[src/rtl/wifi_tx_mapper_sched.sv]
// Read-side sequencer for the WIFI TX mapper bit FIFO.
// It tracks how full the FIFO is and reads one bit per cycle, in groups of N_BPSC bits.
// Each group is packed into one symbol word and passed to the constellation mapper
// with a valid/ready handshake. The final symbol of a frame is zero-padded in its LSBs.
module wifi_tx_mapper_sched #(
    parameter int unsigned AD   = 14,
    parameter int unsigned MAXB = 6
) (
    input  logic            clk_i,
    input  logic            reset_i,
    input  logic            start_i,
    input  logic [1:0]      mod_sel_i,
    input  logic [AD:0]     len_bits_i,
    input  logic            wr_strobe_i,
    output logic            fifo_re_o,
    input  logic            fifo_valid_i,
    input  logic            fifo_data_i,
    output logic [MAXB-1:0] sym_bits_o,
    output logic [1:0]      sym_mod_o,
    output logic            sym_valid_o,
    input  logic            sym_ready_i,
    output logic            sym_last_o,
    output logic            busy_o,
    output logic            done_o
);

    localparam int unsigned CW = AD + 1;
    localparam int unsigned NW = 3;
    localparam logic [CW-1:0] OCC_MAX = CW'(1) << AD;

    typedef enum logic [2:0] {
        S_IDLE,
        S_WAIT,
        S_READ,
        S_COLLECT,
        S_OUT,
        S_FIN
    } state_e;

    state_e          state_q, state_d;
    logic [CW-1:0]   occ_q, occ_d;
    logic [CW-1:0]   remain_q, remain_d;
    logic [NW-1:0]   issued_q, issued_d;
    logic [NW-1:0]   got_q, got_d;
    logic [MAXB-1:0] shreg_q, shreg_d;
    logic [1:0]      mod_q, mod_d;
    logic [MAXB-1:0] sym_bits_q, sym_bits_d;
    logic            sym_valid_q, sym_valid_d;
    logic            sym_last_q, sym_last_d;
    logic            fifo_re_q, fifo_re_d;
    logic            busy_q, busy_d;
    logic            done_q, done_d;
    logic [NW-1:0]   n_c;
    logic [NW-1:0]   need_c;

    // Bits per symbol for each modulation
    function automatic logic [NW-1:0] bits_per_sym(input logic [1:0] m);
        case (m)
            2'd0:    return NW'(1);
            2'd1:    return NW'(2);
            2'd2:    return NW'(4);
            default: return NW'(6);
        endcase
    endfunction

    // Group size: full N, or whatever is left of the frame for the last group
    always_comb begin
        n_c    = bits_per_sym(mod_q);
        need_c = (remain_q < CW'(n_c)) ? NW'(remain_q) : n_c;
    end

    // FIFO occupancy: +1 per write, -1 per read, saturating at both ends
    always_comb begin
        occ_d = occ_q;
        if (wr_strobe_i && !fifo_re_q) begin
            if (occ_q != OCC_MAX) occ_d = occ_q + CW'(1);
        end else if (!wr_strobe_i && fifo_re_q) begin
            if (occ_q != '0) occ_d = occ_q - CW'(1);
        end
    end

    // Next state and registered outputs
    always_comb begin
        state_d     = state_q;
        remain_d    = remain_q;
        issued_d    = issued_q;
        got_d       = got_q;
        shreg_d     = shreg_q;
        mod_d       = mod_q;
        sym_bits_d  = sym_bits_q;
        sym_valid_d = sym_valid_q;
        sym_last_d  = sym_last_q;
        fifo_re_d   = 1'b0;
        done_d      = 1'b0;

        // Read data is taken while reads are issued or pending; extra pulses are dropped
        if ((state_q == S_READ || state_q == S_COLLECT) && fifo_valid_i && (got_q < need_c)) begin
            shreg_d = {shreg_q[MAXB-2:0], fifo_data_i};
            got_d   = got_q + NW'(1);
        end

        case (state_q)
            S_IDLE: begin
                if (start_i) begin
                    mod_d    = mod_sel_i;
                    remain_d = len_bits_i;
                    state_d  = (len_bits_i == '0) ? S_FIN : S_WAIT;
                end
            end
            S_WAIT: begin
                if (occ_q >= CW'(need_c)) begin
                    got_d     = '0;
                    shreg_d   = '0;
                    fifo_re_d = (occ_d != '0);
                    issued_d  = NW'(fifo_re_d);
                    state_d   = S_READ;
                end
            end
            S_READ: begin
                if (issued_q == need_c) begin
                    state_d = S_COLLECT;
                end else begin
                    // Hold off for a cycle whenever the FIFO would be empty
                    fifo_re_d = (occ_d != '0);
                    issued_d  = issued_q + NW'(fifo_re_d);
                end
            end
            S_COLLECT: begin
                if (got_d == need_c) begin
                    sym_bits_d  = shreg_d << (n_c - need_c);
                    sym_valid_d = 1'b1;
                    sym_last_d  = (remain_q == CW'(need_c));
                    remain_d    = remain_q - CW'(need_c);
                    state_d     = S_OUT;
                end
            end
            S_OUT: begin
                if (sym_ready_i) begin
                    sym_valid_d = 1'b0;
                    sym_last_d  = 1'b0;
                    state_d     = sym_last_q ? S_FIN : S_WAIT;
                end
            end
            S_FIN: begin
                done_d  = 1'b1;
                state_d = S_IDLE;
            end
            default: state_d = S_IDLE;
        endcase

        busy_d = (state_d != S_IDLE);
    end

    // State and datapath registers with synchronous active-low reset
    always_ff @(posedge clk_i) begin
        if (!reset_i) begin
            state_q     <= S_IDLE;
            occ_q       <= '0;
            remain_q    <= '0;
            issued_q    <= '0;
            got_q       <= '0;
            shreg_q     <= '0;
            mod_q       <= '0;
            sym_bits_q  <= '0;
            sym_valid_q <= 1'b0;
            sym_last_q  <= 1'b0;
            fifo_re_q   <= 1'b0;
            busy_q      <= 1'b0;
            done_q      <= 1'b0;
        end else begin
            state_q     <= state_d;
            occ_q       <= occ_d;
            remain_q    <= remain_d;
            issued_q    <= issued_d;
            got_q       <= got_d;
            shreg_q     <= shreg_d;
            mod_q       <= mod_d;
            sym_bits_q  <= sym_bits_d;
            sym_valid_q <= sym_valid_d;
            sym_last_q  <= sym_last_d;
            fifo_re_q   <= fifo_re_d;
            busy_q      <= busy_d;
            done_q      <= done_d;
        end
    end

    assign fifo_re_o   = fifo_re_q;
    assign sym_bits_o  = sym_bits_q;
    assign sym_mod_o   = mod_q;
    assign sym_valid_o = sym_valid_q;
    assign sym_last_o  = sym_last_q;
    assign busy_o      = busy_q;
    assign done_o      = done_q;

endmodule

[config.mk]
export PLATFORM = sky130hd
export DESIGN_NAME = wifi_tx_mapper_sched
export DESIGN_NICKNAME = d
export VERILOG_FILES = /design/src/rtl/wifi_tx_mapper_sched.sv
export SDC_FILE = /design/constraint.sdc
export NUM_CORES = 1
export LEC_CHECK = 0
export BUFFER_PORTS_ARGS = -buffer_cell sky130_fd_sc_hd__buf_2
export CORE_UTILIZATION = 50
export DETAILED_ROUTE_END_ITERATION = 12
export HOLD_SLACK_MARGIN = 0.08
export PLACE_DENSITY = 0.77
export SLEW_MARGIN = 15
export SYNTH_ARGS = -nofsm -noshare
export SYNTH_HDL_FRONTEND = slang
export SYNTH_SLANG_ARGS = --single-unit
[constraint.sdc]
create_clock -name clk_i -period 4.4 [get_ports clk_i]
set_clock_uncertainty 0.05 [all_clocks]
set_input_delay 0 -clock clk_i [delete_from_list [all_inputs] [get_ports clk_i]]
set_output_delay 0 -clock clk_i [all_outputs]
set_load 0.03 [all_outputs]
[Word level (Yosys, flattened, before mapping)]
Index checks and enable logic that the tools add are counted.
Storage, ports and cells
  logic and storage cells: 95
  output and inout port bits: 13
  bits in registers: 58
Operators by class
  eq/ne operators: 16
  reduce and logical (&&, ||, !) cells: 21
  add/subtract/negate cells: 6
  shift operators: 1
  order comparisons: 3
  muxes and demuxes: 35
Operators with widths (count)
  $mux 15: 6
  $mux 3: 13
  $pmux 15 s2: 1
  $reduce_bool 15->1: 2
  $mux 6: 3
  $add 15x1->15 const B: 1
  $eq 15x3->1: 1
  $ge 15x3->1: 1
  $logic_not 15->1: 1
  $lt 15x3->1: 1
  $ne 15x15->1 const B: 1
  $pmux 3 s5: 1
  $sub 15x1->15 const B: 1
  $sub 15x3->15: 1
  $pmux 3 s3: 1
  $reduce_and 3->1: 3
  $ne 2x2->1 const B: 4
  $eq 3x2->1 const B: 2
  $eq 3x3->1: 2
  $eq 3x3->1 const B: 2
  $mux 1: 6
  $pmux 1 s2: 3
  $pmux 3 s2: 1
  $reduce_bool 2->1: 3
  16 further kinds: 21

[Longest topological paths before layout]
Gate-level depths: netlist of the first run.
  depth in word-level cells: 11
  gate-level depth with buffers: 20
  depth with buffers taken out: 17

[Worst setup path after synthesis of the first run]
No wires, ideal clock.
  kind: reg-to-reg
  from: register mod_q[1] (netlist: sym_mod_o[1])
  to: register sym_bits_q[4] (netlist: sym_bits_o[4])
  path slack: 0.271 ns
  cell stages (with the launch flop): 17
  buffers on the path: 3
  arrival: 3.957 ns
  path through: dfxtp_1 buf_2 inv_1 ha_1 inv_1 or3_1 buf_2 nand2_1 mux2_2 inv_1 ha_1 clkbuf_1 inv_1 or4_1 o221ai_1 o21ai_1 o311a_1
Between the ends
  word-level cells in the longest chain between the ends: 9
RTL lines
  start, declared: line 46  | logic [1:0] mod_q, mod_d;
  start signal, assigned: line 177  | mod_q <= mod_d;
  $eq 2x2->1, or another cell as far along: line 58  | case (m)
  $pmux 3 s3 *: line 58
  $lt 15x3->1: line 69  | need_c = (remain_q < CW'(n_c)) ? NW'(remain_q) : n_c;
  $mux 3: line 69
  $lt 3x3->1: line 97  | if ((state_q == S_READ || state_q == S_COLLECT) && fifo_valid_i && (got_q < need_c)) begin
  $logic_and 1x1->1: line 97
  $mux 3: line 97
  $eq 3x3->1: line 129  | if (got_d == need_c) begin
  $reduce_and 2->1 (no line)
  end signal, assigned: line 178  | sym_bits_q <= sym_bits_d;
  end, declared: line 47  | logic [MAXB-1:0] sym_bits_q, sym_bits_d;
Every way passes the cells marked *; elsewhere a longest branch is shown, timed or not.
A chain may end at the register's enable or synchronous reset.

[Worst setup path after layout of the first run]
  from: register remain_q[2]
  to: register remain_q[7]
Between the ends
  word-level cells in the longest chain between the ends: 8
RTL lines
  start, declared: line 42  | logic [CW-1:0] remain_q, remain_d;
  start signal, assigned: line 173  | remain_q <= remain_d;
  branches (longest 8 deep; another with $lt 15x3->1)
Several ways; the timed one is not identified. The select of a mux whose other input is x is not followed.

==> results of run 1 <==
## power by group through the flow
| stage | clock (mW) | sequential (mW) | combinational [mW] |
|---|---|---|---|
| 6_report | 0.506 | 0.782 | 1.83 |
| 5_1_grt | 0.540 | 0.794 | 2.03 |
| 4_1_cts | 0.516 | 0.773 | 1.80 |
| 3_5_place_dp | 0 | 0.783 | 1.78 |
| 3_3_place_gp | 0 | 0.778 | 1.73 |
| 2_1_floorplan | 0 | 0.746 | 1.42 |
## kinds of logic (layout without fill, tap and decap cells)
logic type	after synthesis	in the layout	synth area share [%]
buffers and inverters	51	91	5.12
and+or+nand+nor	242	242	31.7
DFF	58	58	27.6
muxes	14	14	3.42
xor gates and xnor gates	21	21	4.70
adders and majority gates	11	11	3.27
AOI/OAI and AO/OA	142	142	24.2
## sequential cells by signal (all words and copies together), names as in the netlist
signal / count
occ_q: 15
remain_q: 15
shreg_q: 6
sym_bits_o: 6
got_q: 3
issued_q: 3
state_q: 3
sym_mod_o: 2
busy_o: 1
done_o: 1
fifo_re_o: 1
sym_last_o: 1
sym_valid_o: 1
## cell usage in the layout, fill, tap and decap left out, drive strengths merged, types with 11 or more instances in the layout
master       synthesis  final
nor3                25     25
nand2b              12     12
inv                 17     17
buf                  8     43
nand3               19     19
mux2i               11     11
o21ai               20     20
xnor2               11     11
dfxtp               58     58
nand2               43     43
a21oi               40     40
nor2                55     55
nor4                18     18
dlygate4sd3          0     15
and2                11     11
ha                  11     11
## critical path, delay by kind of cell, from the launching register on
family,cells,cell delay [ns]
AND/OR/NAND/NOR,5,1.57
AO/OA/AOI/OAI,4,0.71
adder cells (fa/ha/maj),2,0.56
flip-flops,1,0.42
multiplexers,1,0.41
buffers and inverters,3,0.28
## layer usage
| metal | share of wire, % | wire length, µm | up-vias |
|---|---|---|---|
| li1 | - | - | 2088 |
| met1 | 44 | 5010 | 2013 |
| met2 | 47 | 5390 | 184 |
| met3 | 6.4 | 731 | 27 |
| met4 | 2.4 | 277 | 0 |
| met5 | 0 | 0 | - |
## timing repair
action | in CTS | in global routing
hold buffers | 15 | 0
endpoints found under the setup margin | 0 | 1
resized for setup | 0 | 1
endpoints found under the hold margin | 18 | 0
## synth_stat cells (all sizes together) (9+ instances only)
master and number:
dfxtp 58, nor2 55, nand2 43, a21oi 40
clkbuf 26, nor3 25, o21ai 20, nand3 19
nor4 18, inv 17, nand2b 12, and2 11
ha 11, mux2i 11, xnor2 11, nand4 10
or3 10, xor2 9
## final cells by class
class / count / area (µm²) / share of cell area [%]
Inverter: 17 / 63.8 / 1.33
Tap cell: 105 / 131 / 2.74
Clock inverter: 6 / 66.3 / 1.38
Clock buffer: 10 / 138 / 2.87
Multi-Input combinational cell: 430 / 2850 / 59.5
Sequential cell: 58 / 1160 / 24.2
Timing Repair Buffer: 58 / 383 / 7.99
## worst max-delay path by stage
stage	startpoint	endpoint	depth (start not counted)
global placement	remain_q[2]$_SDFFE_PN0P_	sym_bits_o[5]$_SDFFE_PN0P_	16
global route	remain_q[2]$_SDFFE_PN0P_	remain_q[7]$_SDFFE_PN0P_	15
CTS	remain_q[2]$_SDFFE_PN0P_	sym_bits_o[5]$_SDFFE_PN0P_	16
finish	remain_q[2]$_SDFFE_PN0P_	remain_q[7]$_SDFFE_PN0P_	15
detailed placement	remain_q[2]$_SDFFE_PN0P_	sym_bits_o[5]$_SDFFE_PN0P_	16
floorplan	sym_mod_o[1]$_SDFFE_PN0P_	sym_bits_o[4]$_SDFFE_PN0P_	16
==> reports/metrics.cfg, run 1 <==
[run_status]
status=completed

[timing]
drv_slew=0
post-route-period-util_pct=93.6
rsz0062_at_grt=false
fmax_ghz=0.243
min_period_ns=4.12
hold_viol_final=0
tns_ns=0
worst_pin_slew_ns=0.827
fin_ws_ns=0.280
worst_slew_margin_rel_pct=44.8
setup_violations=0
hold_ws_ns=0.110

[clock_tree]
clk_latency_ns=0.35
cts_tree=built
htreeDepth=3
cts_setup_buffers=0
cts_made_buffers=9
cts_max_path_buffers=2
cts-root-buf=clkbuf_8
clock_sinks=58
clkSlewWorstSetupHoldPaths_ns=0.07

[route]
drc=0
drt-pass1-iter-count=5
vias=4312
wl_um=11400
wl_per_cell_um=16.7
drtIter0Drc=213
routed_via_density=6.30
ant_nets=0

[critical_path]
rr_worst_depth=15
crit_chain=ha_1 > inv_1 > or3_1 > nand2_1 > mux2_2 > inv_1 > ha_1 > inv_1 > o311a_1 > a22oi_1 > o21ai_1 > or2_1 > or3_1 > nor3_1 > o22ai_1
cpMostUsedCell=inv_1
critPathKind=register to register
required_ns=4.58
r2r_end=remain_q[7]$_SDFFE_PN0P_
cpMaxStageDelayCell=or3_1
end_kind=register
crit_fanout=10
start_kind=register
ff2ff_setup_slack_ns=0.28
rr_startpoint=remain_q[2]$_SDFFE_PN0P_
critPathMaxStageDelay_ns=0.47
cp.arrival_ns=4.30

[synthesis]
synthArstFlopShare_pct=0
ys_types=75
ys_seq_elements=58
synth-seq-area-share_pct=27.6
synth_area_um2=4210
syn_inst=539
yosys.area.top_type=dfxtp_1
synth.avg_cell_area_um2=7.80
synth_nets=574
synthTopCellsByArea=dfxtp_1 (28%), a21oi_1 (4.8%), nor2_1 (4.7%), nand2_1 (3.8%), ha_1 (3.3%)
synth_top_area_share_pct=27.6
synth_edf_count=0
synth_ff_type=dfxtp_1
yosysWarnings=0

[global_route]
grt_pass1_vias=4104
overflow=0
grt_use_met2_pct=45.4
grtUsageMet3_pct=6.07
grt_max_degree=32
antenna_found_initial=0
top_usage_layer=met2
use_met1_pct=34.6
grt_pass1_wl_um=19100
grt.total_usage_pct=27.6

[die]
ioPinCount=37
start_util_pct=51.5
rows=33
die_area_um2=8780
die_w_um=93.7
die_y_um=93.7
design.core.area_um2=8180

[finish]
instances_no_fill=684
fin_util_pct=58.6
drive_above_1_share_pct=14.7
fillers=753
final_area_um2=4790
antenna-diode-count=0
area.growth.synth_to_final_pct=14.0
fin_nets=609

[power]
p_comb_share_pct=58.7
total_power_mw=3.12
powerDensity_nw_per_um2=651
p_sw_share_pct=48.4
p_seq_share_pct=25.1
p_clk_share_pct=16.2
ir_drop_mv=0.421
p_int_mw=1.61
power.leakage_nw=1.90
p_sw_mw=1.51

[min_path]
hold_path_class=primary input to register
worstHoldStart=len_bits_i[8]
min_to=remain_q[8]$_SDFFE_PN0P_
whs_path_depth=4

[placed_design]
dp_hpwl_um=8100
dp_slack_ns=0.207
place_area_um2=4430
gp_routability_congestion=0.978
place_inst=653
portBuffers=36

[run]
maxCapViolCount=0

(Power assumes the default switching activity.)
==> inputs of run 2 (changes only) <==
--- a/config.mk
+++ b/config.mk
@@ -9,7 +9,7 @@
 export CORE_UTILIZATION = 50
 export DETAILED_ROUTE_END_ITERATION = 12
 export HOLD_SLACK_MARGIN = 0.08
-export PLACE_DENSITY = 0.77
+export PLACE_DENSITY = 0.79
 export SLEW_MARGIN = 15
 export SYNTH_ARGS = -nofsm -noshare
 export SYNTH_HDL_FRONTEND = slang
==> constraint.sdc (replaced) <==
create_clock -name clk_i -period 3.66 [get_ports clk_i]
set_clock_uncertainty 0.05 [all_clocks]
set_input_delay 0 -clock clk_i [delete_from_list [all_inputs] [get_ports clk_i]]
set_output_delay 0 -clock clk_i [all_outputs]
set_load 0.03 [all_outputs]
==> reports/metrics.cfg, run 2 (same netlist as run 1, synthesis figures left out) <==
[run_status]
status=finished, violations left  ; was completed
violations=negative setup slack

[die]
design.core.area_um2=8180  ; unchanged
start_util_pct=51.5  ; unchanged
die_w_um=93.7  ; unchanged
ioPinCount=37  ; unchanged
rows=33  ; unchanged
die_y_um=93.7  ; unchanged
die_area_um2=8780  ; unchanged

[finish]
fin_util_pct=61.7  ; was 58.6%
drive_above_1_share_pct=19.2  ; was 14.7%
fillers=689  ; was 753
largestRegisters=occ_q x15, remain_q x15  ; unchanged
seqCellArea_um2=1160  ; about the same
area.growth.synth_to_final_pct=19.9  ; was 14.0%
multi_input_area_um2=2910  ; was 2850 µm²
antenna-diode-count=0  ; unchanged
mostFrequentLayoutCell=dfxtp_1  ; unchanged
fin_nets=628  ; was 609
final_cell_mix=dfxtp_1 (57), nor2_1 (53), nand2_1 (42)  ; was dfxtp_1 (58), nor2_1 (53), nand2_1 (43)

[critical_path]
rr_worst_depth=16  ; was 15
cp.arrival_ns=3.94  ; was 4.30 ns
rr_startpoint=sym_mod_o[1]$_SDFFE_PN0P_  ; was remain_q[2]$_SDFFE_PN0P_
end_kind=register  ; unchanged
start_kind=register  ; unchanged
r2r_end=remain_q[9]$_SDFFE_PN0P_  ; was remain_q[7]$_SDFFE_PN0P_
required_ns=3.81  ; was 4.58 ns
ff2ff_setup_slack_ns=-0.13  ; was 0.28 ns
critPathKind=register to register  ; unchanged
crit_fanout=8  ; was 10

[timing]
tns_ns=-0.133  ; was 0 ns
hold_viol_final=0  ; unchanged
min_period_ns=3.79  ; was 4.12 ns
post-route-period-util_pct=104  ; was 93.6%
worst_pin_slew_ns=1.22  ; was 0.827 ns
setup_violations=1  ; was 0
fmax_ghz=0.264  ; was 0.243 GHz
drv_slew=0  ; unchanged
worst_slew_margin_rel_pct=17.8  ; was 44.8%
fin_ws_ns=-0.133  ; was 0.280 ns

[min_path]
hold_path_class=primary input to register  ; unchanged
min_to=remain_q[1]$_SDFFE_PN0P_  ; was remain_q[8]$_SDFFE_PN0P_
worstHoldStart=len_bits_i[1]  ; was len_bits_i[8]
whs_path_depth=4  ; unchanged

[placed_design]
gp_routability_congestion=0.968  ; was 0.978
portBuffers=36  ; unchanged
dp_hpwl_um=8340  ; was 8100 µm
dp_slack_ns=-0.0575  ; was 0.207 ns

[route]
drc=0  ; unchanged
drtIter0Drc=527  ; was 213
vias=4601  ; was 4,312
drt-pass1-iter-count=7  ; was 5
wl_um=12300  ; was 11,400 µm
wl_per_cell_um=17.5  ; was 16.7 µm
routed_via_density=6.54  ; was 6.30
ant_nets=0  ; unchanged

[clock_tree]
htreeDepth=3  ; unchanged
cts_tree=built  ; unchanged
cts_made_buffers=9  ; unchanged
clock_sinks=58  ; unchanged
cts_max_path_buffers=2  ; unchanged
clk_latency_ns=0.35  ; about the same
cts-root-buf=clkbuf_8  ; unchanged
clkSlewWorstSetupHoldPaths_ns=0.07  ; about the same

[global_route]
grt_pass1_wl_um=19500  ; was 19,100 µm
antenna_found_initial=0  ; unchanged
grt_max_degree=32  ; unchanged
overflow=0  ; unchanged
grt_pass1_vias=4018  ; was 4,104
grt.total_usage_pct=27.9  ; was 27.6%

[power]
power.leakage_nw=2.05  ; was 1.90 nW
total_power_mw=4.25  ; was 3.12 mW
powerDensity_nw_per_um2=843  ; was 651 nW/µm²
ir_drop_mv=0.602  ; was 0.421 mV

[run]
maxCapViolCount=0  ; unchanged

==> run 2: report_power, final <==
| part | switching (mW) | internal (mW) |
|---|---|---|
| clock network | 0.276 | 0.487 |
| logic | 1.51 | 1.05 |
| registers | 0.174 | 0.751 |
==> run 2: critical path, stage by stage, from the launching register on <==
cell,delay (ns)
dfxtp_4,0.37
inv_2,0.06
ha_4,0.27
inv_1,0.07
or3_4,0.35
nand2_4,0.07
mux2_4,0.33
inv_2,0.09
ha_1,0.17
inv_1,0.07
o311a_1,0.35
a22oi_1,0.13
o21ai_1,0.11
or2_4,0.30
o311ai_0,0.48
o31a_1,0.25
a31oi_1,0.09
==> run 2: per-layer routing <==
metal  up-vias  share of wire, %  track usage, %
met5         -                 0               0
met4         0               3.5            11.4
met3        59               8.2            5.02
li1       2127                 -               -
met2       272                47            44.4
met1      2143                42            37.1
==> run 2: timing repair <==
| action | in CTS | in global routing |
|---|---|---|
| resized for setup | 1 | 8 |
| hold endpoints to repair | 18 | 0 |
| setup buffers | 0 | 5 |
| hold buffers | 15 | 0 |
| pin swaps | 0 | 3 |
| endpoints found under the setup margin | 1 | 10 |
==> run 2: per-stage QoR <==
step	std cells	area, µm²	hold slack (ns)
after floorplan	539	4260	0.0860
after global placement	667	4560	0.202
after detailed placement	667	4560	0.220
after CTS	698	4970	0.0804
after global routing	703	5040	0.108
final	703	5040	0.0801
==> run 2: worst max-delay path by stage <==
stage	slack, ns	start	endpoint	cells after the start
3_5_place_dp	-0.06	sym_mod_o[1]$_SDFFE_PN0P_	sym_bits_o[5]$_SDFFE_PN0P_	17
6_report	-0.13	sym_mod_o[1]$_SDFFE_PN0P_	remain_q[9]$_SDFFE_PN0P_	16
4_1_cts	0.007	sym_mod_o[1]$_SDFFE_PN0P_	remain_q[9]$_SDFFE_PN0P_	16
2_1_floorplan	0.05	sym_mod_o[1]$_SDFFE_PN0P_	remain_q[5]$_SDFFE_PN0P_	19
3_3_place_gp	0.06	sym_mod_o[1]$_SDFFE_PN0P_	sym_bits_o[5]$_SDFFE_PN0P_	17
5_1_grt	-0.23	sym_mod_o[1]$_SDFFE_PN0P_	remain_q[9]$_SDFFE_PN0P_	16
==> run 2: final cells by class <==
cell class / count / share of cell area, %
clock buffer: 11 / 3.00
clock inverter: 5 / 1.98
tap: 105 / 2.60
sequential: 58 / 23.1
multi-input combinational: 430 / 57.6
inverter: 17 / 1.27
timing repair buffer: 77 / 10.4
==> inputs of run 3 (changes only) <==
--- a/config.mk
+++ b/config.mk
@@ -6,10 +6,12 @@
 export NUM_CORES = 1
 export LEC_CHECK = 0
 export BUFFER_PORTS_ARGS = -buffer_cell sky130_fd_sc_hd__buf_2
+export CORE_ASPECT_RATIO = 1.25
+export CORE_MARGIN = 8
 export CORE_UTILIZATION = 50
 export DETAILED_ROUTE_END_ITERATION = 12
 export HOLD_SLACK_MARGIN = 0.08
-export PLACE_DENSITY = 0.79
+export PLACE_DENSITY_LB_ADDON = 0.2
 export SLEW_MARGIN = 15
 export SYNTH_ARGS = -nofsm -noshare
 export SYNTH_HDL_FRONTEND = slang
==> reports/metrics.cfg, run 3 (same netlist as run 1, synthesis figures left out) <==
[run_status]
status=completed  ; was finished, violations left

[route]
drt-pass1-iter-count=6  ; was 7
routed_via_density=6.44  ; was 6.54
drtIter0Drc=311  ; was 527
vias=4487  ; was 4,601
drc=0  ; unchanged
wl_um=12200  ; was 12,300 µm
wl_per_cell_um=17.4  ; was 17.5 µm
ant_nets=0  ; unchanged

[timing]
setup_violations=0  ; was 1
fmax_ghz=0.284  ; was 0.264 GHz
hold_viol_final=0  ; unchanged
post-route-period-util_pct=96.3  ; was 104%
drv_slew=0  ; unchanged
min_period_ns=3.52  ; was 3.79 ns
worst_pin_slew_ns=0.777  ; was 1.22 ns
rsz0062_at_grt=false
tns_ns=0  ; was -0.133 ns
hold_ws_ns=0.0987  ; was 0.0801 ns
worst_slew_margin_rel_pct=48.1  ; was 17.8%

[finish]
multi_input_area_um2=2890  ; was 2910 µm²
seqCellArea_um2=1160  ; unchanged
instances_no_fill=697  ; was 703
drive_above_1_share_pct=18.7  ; was 19.2%
fin_nets=630  ; was 628
antenna-diode-count=0  ; unchanged
final_area_um2=4990  ; was 5040 µm²
mostFrequentLayoutCell=dfxtp_1  ; unchanged
area.growth.synth_to_final_pct=18.6  ; was 19.9%
fillers=744  ; was 689
largestRegisters=occ_q x15, remain_q x15  ; unchanged
final_cell_mix=dfxtp_1 (57), nor2_1 (53), nand2_1 (42)  ; unchanged

[critical_path]
crit_chain=inv_2 > ha_4 > inv_1 > or3_1 > nand2_4 > mux2_4 > inv_2 > ha_1 > inv_1 > o311a_1 > a22oi_1 > o21ai_1 > or2_4 > or3_1 > o21a_1 > o22ai_1  ; was inv_2 > ha_4 > inv_1 > or3_4 > nand2_4 > mux2_4 > inv_2 > ha_1 > inv_1 > o311a_1 > a22oi_1 > o21ai_1 > or2_4 > o311ai_0 > o31a_1 > a31oi_1
rr_startpoint=sym_mod_o[1]$_SDFFE_PN0P_  ; unchanged
cpMaxStageDelayCell=or3_1  ; was o311ai_0
critPathKind=register to register  ; unchanged
critPathMaxStageDelay_ns=0.37  ; was 0.48 ns
cp.arrival_ns=3.75  ; was 3.94 ns
path_buf_inv=4  ; unchanged
end_kind=register  ; unchanged
rr_worst_depth=16  ; unchanged
required_ns=3.89  ; was 3.81 ns
ff2ff_setup_slack_ns=0.14  ; was -0.13 ns
r2r_end=remain_q[5]$_SDFFE_PN0P_  ; was remain_q[9]$_SDFFE_PN0P_
crit_fanout=10  ; was 8
start_kind=register  ; unchanged
critPathTopFamily=simple AND/OR/NAND/NOR gates  ; was compound AO/OA/AOI/OAI gates

[placed_design]
portBuffers=36  ; unchanged
place_area_um2=4580  ; was 4560 µm²
gp_routability_congestion=0.935  ; was 0.968
place_inst=663  ; was 667
dp_hpwl_um=8950  ; was 8340 µm

[die]
die_w_um=98.0  ; was 93.7 µm
die_y_um=119  ; was 93.7 µm
die_area_um2=11600  ; was 8780 µm²
start_util_pct=51.3  ; was 51.5%
rows=37  ; was 33
design.core.area_um2=8190  ; was 8180 µm²
ioPinCount=37  ; unchanged

[global_route]
grt_pass1_vias=4350  ; was 4,018
overflow=0  ; unchanged
grt_max_degree=32  ; unchanged
antenna_found_initial=0  ; unchanged
grt.total_usage_pct=21.4  ; was 27.9%
grt_pass1_wl_um=20500  ; was 19,500 µm

[clock_tree]
cts_made_buffers=9  ; unchanged
clock_sinks=58  ; unchanged
cts-root-buf=clkbuf_8  ; unchanged
cts_max_path_buffers=2  ; unchanged
clkSlewWorstSetupHoldPaths_ns=0.07  ; about the same
cts_tree=built  ; unchanged
htreeDepth=3  ; unchanged
clk_latency_ns=0.35  ; about the same

[power]
total_power_mw=4.03  ; was 4.25 mW
power.leakage_nw=2.02  ; was 2.05 nW
ir_drop_mv=0.554  ; was 0.602 mV
powerDensity_nw_per_um2=808  ; was 843 nW/µm²

[min_path]
min_to=remain_q[6]$_SDFFE_PN0P_  ; was remain_q[1]$_SDFFE_PN0P_
hold_path_class=primary input to register  ; unchanged
worstHoldStart=len_bits_i[6]  ; was len_bits_i[1]
whs_path_depth=4  ; unchanged

[run]
maxCapViolCount=0  ; unchanged

## run 3: cell count changes in the layout (fill, tap and decap cells not counted), sizes merged
cell	before	now
buf	62	61
bufinv	3	1
clkbuf	11	10
clkinvlp	0	2
dlygate4sd3	15	18
inv	17	18
## run 3: metrics by stage
stage	setup slack, ns	util (%)
after CTS	0.0522	60.5
after detailed placement	-0.0155	55.9
after global routing	0.0239	60.9
after floorplan	0.0469	-
after global placement	0.174	55.9
final	0.137	60.9
## run 3: worst max path at each step
stage / start / slack [ns] / end / depth (start not counted)
3_5_place_dp: sym_mod_o[1]$_SDFFE_PN0P_ / -0.02 / remain_q[9]$_SDFFE_PN0P_ / 16
4_1_cts: sym_mod_o[1]$_SDFFE_PN0P_ / 0.05 / sym_bits_o[5]$_SDFFE_PN0P_ / 17
6_report: sym_mod_o[1]$_SDFFE_PN0P_ / 0.14 / remain_q[5]$_SDFFE_PN0P_ / 16
3_3_place_gp: sym_mod_o[1]$_SDFFE_PN0P_ / 0.17 / remain_q[7]$_SDFFE_PN0P_ / 16
2_1_floorplan: sym_mod_o[1]$_SDFFE_PN0P_ / 0.05 / remain_q[5]$_SDFFE_PN0P_ / 19
5_1_grt: sym_mod_o[1]$_SDFFE_PN0P_ / 0.02 / remain_q[5]$_SDFFE_PN0P_ / 16
## run 3: layer usage
metal  GRT usage [%]  routed length [µm]
met2            38.6                6160
met1            23.2                5000
met4            11.2                 403
met3            3.82                 601
met5               0                   0
## run 3: power breakdown
group	internal, mW	leakage, nW	switching, mW
registers	0.751	0.473	0.154
clock network	0.332	0.0988	0.275
logic	1.02	1.45	1.49
## run 3: cell type report
| class | count | area share, % |
|---|---|---|
| well taps | 97 | 2.43 |
| inverters | 17 | 1.28 |
| clock buffers | 10 | 2.76 |
| clock inverters | 6 | 1.30 |
| flip-flops and latches | 58 | 23.4 |
| multi-input cells | 430 | 57.9 |
| repair buffers | 79 | 11.0 |
## run 3: worst min-delay path, cell delays in order
cell and delay [ns]:
buf_2 0.09, nor2_1 0.04, a41oi_1 0.15, o221a_1 0.19
## run 3: timing repair
item / in CTS / in global routing
hold endpoints to repair: 20 / 0
setup buffers: 0 / 0
hold buffers: 18 / 0
endpoints found under the setup margin: 1 / 4
resized for setup: 1 / 5
cloned: 0 / 0
